`src/rtl/ifetch.sv`:
```
// Instruction fetch unit: owns the PC, drives the combinational imem and
// registers each fetched word (plus any fetch fault) into a one-entry
// valid/ready stage for decode. A captured fault parks the unit in HALT
// until a redirect supplies a new PC.
module ifetch #(
    parameter logic [63:0] RESET_PC = 64'h0000_0000_8000_0000,
    parameter logic [31:0] NOP_INSN = 32'h0000_0013
) (
    input  logic        clk,
    input  logic        rst_n,
    output logic [63:0] pc_addr,
    input  logic [31:0] instruction,
    input  logic        imem_exc_en,
    input  logic [3:0]  imem_exc_code,
    input  logic [63:0] imem_exc_val,
    input  logic        redirect_en,
    input  logic [63:0] redirect_pc,
    output logic        if_valid,
    input  logic        if_ready,
    output logic [63:0] if_pc,
    output logic [31:0] if_instr,
    output logic        if_exc_en,
    output logic [3:0]  if_exc_code,
    output logic [63:0] if_exc_val,
    output logic [63:0] fetch_count
);

    localparam logic [1:0] ST_BOOT = 2'd0;
    localparam logic [1:0] ST_RUN  = 2'd1;
    localparam logic [1:0] ST_HALT = 2'd2;

    logic [1:0]  r_state;
    logic [63:0] r_pc;
    logic        r_valid;
    logic [63:0] r_if_pc;
    logic [31:0] r_instr;
    logic        r_exc_en;
    logic [3:0]  r_exc_code;
    logic [63:0] r_exc_val;
    logic [63:0] r_fetch_count;

    logic        w_capture;
    logic        w_misaligned;
    logic        w_handoff;

    // A capture needs a free (or draining) output slot; redirect always
    // preempts it so a stale fetch never reaches decode.
    assign w_capture    = (r_state == ST_RUN) && !redirect_en && (!r_valid || if_ready);
    assign w_misaligned = (r_pc[1:0] != 2'b00);
    assign w_handoff    = r_valid && if_ready;

    assign pc_addr     = r_pc;
    assign if_valid    = r_valid;
    assign if_pc       = r_if_pc;
    assign if_instr    = r_instr;
    assign if_exc_en   = r_exc_en;
    assign if_exc_code = r_exc_code;
    assign if_exc_val  = r_exc_val;
    assign fetch_count = r_fetch_count;

    // PC, state machine and output stage: redirect > capture > drain/hold.
    always_ff @(posedge clk or negedge rst_n) begin
        if (!rst_n) begin
            r_state    <= ST_BOOT;
            r_pc       <= RESET_PC;
            r_valid    <= 1'b0;
            r_if_pc    <= 64'd0;
            r_instr    <= NOP_INSN;
            r_exc_en   <= 1'b0;
            r_exc_code <= 4'd0;
            r_exc_val  <= 64'd0;
        end else if (redirect_en) begin
            r_state <= ST_RUN;
            r_pc    <= redirect_pc;
            r_valid <= 1'b0;
        end else if (w_capture) begin
            r_valid <= 1'b1;
            r_if_pc <= r_pc;
            if (w_misaligned) begin
                r_instr    <= NOP_INSN;
                r_exc_en   <= 1'b1;
                r_exc_code <= 4'd0;
                r_exc_val  <= r_pc;
                r_state    <= ST_HALT;
            end else if (imem_exc_en) begin
                r_instr    <= NOP_INSN;
                r_exc_en   <= 1'b1;
                r_exc_code <= imem_exc_code;
                r_exc_val  <= imem_exc_val;
                r_state    <= ST_HALT;
            end else begin
                r_instr    <= instruction;
                r_exc_en   <= 1'b0;
                r_exc_code <= 4'd0;
                r_exc_val  <= 64'd0;
                r_pc       <= r_pc + 64'd4;
            end
        end else begin
            if (r_state == ST_BOOT) r_state <= ST_RUN;
            if (if_ready) r_valid <= 1'b0;
        end
    end

    // Handoff counter; a handoff in a redirect cycle still counts.
    always_ff @(posedge clk or negedge rst_n) begin
        if (!rst_n) r_fetch_count <= 64'd0;
        else if (w_handoff) r_fetch_count <= r_fetch_count + 64'd1;
    end

endmodule

```
`config.mk`:
```
export PLATFORM = sky130hd
export DESIGN_NAME = ifetch
export DESIGN_NICKNAME = d
export VERILOG_FILES = /design/src/rtl/ifetch.sv
export SDC_FILE = /design/constraint.sdc
export NUM_CORES = 1
export LEC_CHECK = 0
export ABC_CLOCK_PERIOD_IN_PS = 4500
export CORE_AREA = 3 3 177 179
export CTS_CLUSTER_DIAMETER = 200
export DETAILED_ROUTE_END_ITERATION = 10
export DIE_AREA = 0 0 180 182
export PLACE_DENSITY = 0.93
export SYNTH_ARGS = -nofsm -noshare
export SYNTH_HDL_FRONTEND = slang
export SYNTH_SLANG_ARGS = --single-unit
```
`constraint.sdc`:
```
create_clock -name clk -period 4.5 [get_ports clk]
set_input_delay 0.675 -clock clk [delete_from_list [all_inputs] [get_ports clk]]
set_output_delay 0.675 -clock clk [all_outputs]
set_load 0.02 [all_outputs]
```
# After elaboration in Yosys (flattened, before gate mapping)
# Index checks and enable logic that the tools add are counted.
# word_totals
register_bits,296
mem_bits_rw,0
out_inout_bits,294
memories,0
rom_bits,0
elab_cells,50
latch_bits,0
in_bits,169
# classes
bitwise_logic,1
n_lt_le_gt_ge,0
n_shift,0
div_mod_pow,0
add_sub_neg,2
mul,0
mux,20
reduce_logical,14
n_eq_ne,4
# op_table
operator,n
two-way mux 64 bit,6
"adder 64 x 1 -> 64 bit, second input constant",1
"adder 64 x 3 -> 64 bit, second input constant",1
two-way mux 32 bit,2
two-way mux 2 bit,5
two-way mux 4 bit,2
nonzero test 3 bit,2
two-way mux 1 bit,5
"!= test 4 x 3 -> 1 bit, second input constant",1
AND reduction 2 bit,2
nonzero test 2 bit,2
logical AND 1 bit,3
AND reduction 3 bit,1
"== test 2 x 1 -> 1 bit, second input constant",1
logical NOT 1 bit,2
logical NOT 2 bit,1
"!= test 2 x 1 -> 1 bit, second input constant",1
"!= test 2 bit, second input constant",1
logical OR 1 bit,1
NOT 1 bit,1

# Logic depth before layout (Yosys ltp)
# depth
word_depth,5
ltp_mapped,9

# Worst setup path after synthesis
# OpenSTA, ideal clock, no wires.
# synth_timing
path_type,reg2reg
start,"register r_pc[4], in the netlist pc_addr[4]"
end,"register r_pc[63], in the netlist pc_addr[63]"
path_slack_ns,1.902
path_stages_with_launch,7
synth_period_minus_slack_ns,2.598
required_ns,4.418
n_path_buf,1
t_arrival_ns,2.516
path_cell_list,dfrtp_1 > buf_2 > nand3_2 > or4_4 > or4_4 > or4_1 > a31oi_1
# synth_via
elab_chain_cells,5
# synth_rtl
item,line,source
start: declaration,33,logic [63:0] r_pc;
start signal: assignment,74,r_pc <= redirect_pc;
start signal: assignment,96,r_pc <= r_pc + 64'd4;
adder 64 x 3 -> 64 bit,96,
two-way mux 64 bit,85,end else if (imem_exc_en) begin
two-way mux 64 bit,79,if (w_misaligned) begin
two-way mux 64 bit,76,end else if (w_capture) begin
two-way mux 64 bit,72,end else if (redirect_en) begin
# No other way between the ends. The select of a mux whose other input is x is not followed.
# A chain may end at the register's enable or synchronous reset.

# Final worst setup path
# layout_timing
start,"register r_fetch_count[12], in the netlist fetch_count[12]"
end,"register r_fetch_count[45], in the netlist fetch_count[45]"
# layout_via
elab_chain_cells,1
# layout_rtl
item,line,source
start: declaration,40,logic [63:0] r_fetch_count;
start signal: assignment,107,else if (w_handoff) r_fetch_count <= r_fetch_count + 64'd1;
adder 64 x 1 -> 64 bit,107,
# No other way between the ends.

==> metrics.log <==
[metrics] Ports: ~460
[metrics] class of the tightest hold or removal check: in2async
[metrics] total of buffers placed on input and output ports: approximately 460
[metrics] Highest Clock Rate: ~310 MHz
[metrics] die boundary width: about 180 µm
[metrics] area growth from synthesis to layout: 43.9%
[metrics] Setup CP Type: reg2reg
[metrics] cell with the biggest individual delay on the critical path: sky130_fd_sc_hd__nand4_1
[metrics] total DRC errors in the routed layout: 0
[metrics] maximum clock path buffer count: 3
[metrics] starting DRC count in detailed routing: ~1200
[metrics] share of synthesized area occupied by flip-flops and latches: 0.531
[metrics] gpl congestion: approximately 0.89
[metrics] RSZ-0062 raised after global routing: no
[metrics] via count of the first global-routing pass: roughly 14000
[metrics] share of cells above drive strength 1: 0.0504
[metrics] Fin Hold WS: around 210 ps
[metrics] final max-slew violation count: 0
[metrics] count of cells resized by post-cts repair: 0
[metrics] number of standard-cell rows in the floorplan: 63
[metrics] global route total overflow: 0
[metrics] clock tree from TritonCTS: done
[metrics] net count of the mapped netlist: around 1700
[metrics] total standard cell area after synthesis: 0.0140 mm²
[metrics] cell leakage power: 8.55 nW
[metrics] pin count of the biggest net entering global routing: about 120
[metrics] cell breakdown of the critical path: nand4_1 -> nor3_1 -> nand4_1 -> nor4_1 -> xor2_1
[metrics] power density cells: approximately 470 mW/mm²
[metrics] Post-Syn Area per Cell: about 9 µm²
[metrics] core area: just under 0.03 mm²
[metrics] minimum clock period: approximately 3200 ps
[metrics] Final nets: ~2200
[metrics] die height: between 150 and 200 µm
[metrics] 1st-pass router iterations: 6
[metrics] number of levels the H-tree was split into: 2
[metrics] starting utilization of the core area: 0.470
[metrics] Final setup violation count: 0
[metrics] number of failing hold endpoints at the final stage: 0
[metrics] clock skew after layout: 15.4 ps
[metrics] crit path max fanout: 19
[metrics] count of synthesis-stage warnings from yosys: 0
[metrics] measured slew at the worst slew-check pin: between 1000 and 1500 ps
[metrics] insertion delay of the later-clocked pin in the worst-skew pair: just over 500 ps
[metrics] Yosys reg bits: slightly below 300
[metrics] global-route usage over all layers: 0.312
[metrics] CTS Buf Count: 34
[metrics] setup TNS after final layout: 0 ps
[metrics] number of antenna violations at the first check in global routing: 9
[metrics] CTS root buffer: sky130_fd_sc_hd__clkbuf_16
[metrics] maximum VDD drop: roughly 0.39 mV
[metrics] CP Data Arrival Time: 3630 ps
[metrics] post-route fraction of the period consumed by the critical path: 0.715
[metrics] total routed wirelength: 52600 µm
[metrics] average detailed-routed wire length per instance: 21.9 µm
[metrics] crit-path max cell delay: between 900 and 1000 ps
[metrics] max_cap viols: 0
[metrics] setup fix buffers added after clock tree synthesis: 0
[metrics] post-synthesis instance total: around 1600
[metrics] number of distinct library cells after synthesis: between 50 and 60
[metrics] Critical Path Sink Type: register
[metrics] number of flops mapped to enable cells by yosys: 0
[metrics] CP Data Required Time: roughly 4900 ps
[metrics] Critical Path Start Type: register
[metrics] status: completed
[metrics] CTS clock-pin slew for the worst setup and hold paths: roughly 60 ps
[metrics] global-route wire length before repair: 82100 µm
[metrics] most used flip-flop cell after synthesis: sky130_fd_sc_hd__dfrtp_1
[metrics] count of antenna-violating nets left after detailed routing: 0
[metrics] vias: approximately 14000
[metrics] Slew HR: 0.295
[metrics] detailed-route vias per instance: just under 6
[metrics] HPWL Detailed: around 38000 µm
[metrics] clock sink count: slightly below 300
[metrics] number of hold-repair buffers added at the cts stage: 0
[metrics] Die Outline Area: between 0.03 and 0.04 mm²
[metrics] post-synthesis async set-or-reset flop share: 1.00
[metrics] cell repeated most along the worst path: sky130_fd_sc_hd__nand4_1
[final timing paths]
check                                 from               to  slack (ps)  cells past startpoint
min                                  rst_n     if_instr[14]         210                      1
min reg2reg                   if_instr[12]     if_instr[12]         470                      2
min in group clk              if_instr[12]     if_instr[12]         470                      2
max reg2reg                fetch_count[12]  fetch_count[45]        1280                      5
max in group asynchronous            rst_n       pc_addr[0]        3120                      2
max                        fetch_count[12]  fetch_count[45]        1280                      5
[Yosys cell counts, drive strengths merged (10+ instances only)]
cell type / count / area share
a21oi: 10 / 0.0036
a31oi: 79 / 0.035
and3: 11 / 0.0049
and4: 15 / 0.0094
buf: 12 / 0.0037
clkbuf: 104 / 0.028
dfrtp: 292 / 0.52
inv: 23 / 0.0062
nand2: 398 / 0.11
nand3: 147 / 0.053
nand4: 52 / 0.023
nor2: 106 / 0.029
nor3: 46 / 0.016
nor4: 27 / 0.013
o211ai: 15 / 0.0081
o21ai: 55 / 0.020
o311ai: 13 / 0.0082
or3: 11 / 0.0049
or4: 13 / 0.0075
xnor2: 38 / 0.024
xor2: 42 / 0.026
[registers in the layout, indices dropped and copies added, names as in the netlist]
register and flops:
pc_addr 64, if_exc_code 4, if_exc_val 64, if_exc_en 1, if_valid 1, r_state 2, if_instr 32, if_pc 64
fetch_count 64
[cell usage in the layout (no fill, tap or decap), drive strengths merged, types with 3 or more instances in the layout]
cell,instances
a21oi,10
a31oi,79
and2,6
and3,11
and4,15
buf,25
bufinv,5
clkbuf,49
clkdlybuf4s50,459
clkinv,6
dfrtp,292
dfstp,4
diode,8
inv,23
mux2,3
mux2i,6
nand2,398
nand2b,6
nand3,147
nand4,52
nand4bb,3
nor2,106
nor3,46
nor4,27
o211ai,15
o21ai,55
o311ai,13
o31ai,5
or2,5
or3,11
or4,13
xnor2,38
xor2,42
[stage by stage]
step	power, mW	std cells	setup slack, ps	cell area [µm²]	util
floorplan	4.85	1576	1900	14000	-
global placement	6.35	2334	1140	18800	0.634
detailed placement	6.45	2334	1070	18800	0.634
CTS	9.47	2394	1410	20100	0.675
global route	9.81	2401	936	20100	0.676
finish	9.41	2402	1280	20100	0.676
[power by group]
part | internal [mW] | leakage, nW | switching, mW
clock network | 1.88 | 0.597 | 1.11
registers | 3.16 | 3.66 | 0.450
logic | 1.27 | 4.29 | 1.53
total | 6.31 | 8.55 | 3.09
[cell families (layout without fill, tap and decap cells)]
logic type | count (synthesis) | after routing | share of synthesized area
adders and majority gates | 2 | 2 | 0.00179
DFF | 296 | 296 | 0.531
AOI/OAI and AO/OA | 194 | 194 | 0.0882
buffers and inverters | 140 | 568 | 0.0385
muxes | 9 | 9 | 0.00672
and+or+nand+nor | 855 | 855 | 0.283
xor gates and xnor gates | 80 | 80 | 0.0502
other | 0 | 8 | 0
[critical path, delay by kind of cell (launching register included)]
kind	cells	cell delay, ps
flops	1	450
xor+xnor	1	190
simple gates	4	2480
[routing by layer]
metal,track usage,wire length (µm),up-vias
met1,0.373,19300,6872
met3,0.0815,4980,162
met4,0.142,2360,2
li1,-,-,6298
met5,0,9,-
met2,0.532,25900,831
[layout make-up]
| class | instances | area, µm² |
|---|---|---|
| Fill cell | 2201 | 9640 |
| Sequential cell | 296 | 7410 |
| Multi-Input combinational cell | 1140 | 6030 |
| Timing Repair Buffer | 484 | 4820 |
| Clock buffer | 49 | 1030 |
| Tap cell | 390 | 488 |
| Clock inverter | 11 | 186 |
| Inverter | 24 | 90.1 |
| Antenna cell | 8 | 20.0 |
(Power assumes the default switching activity.)
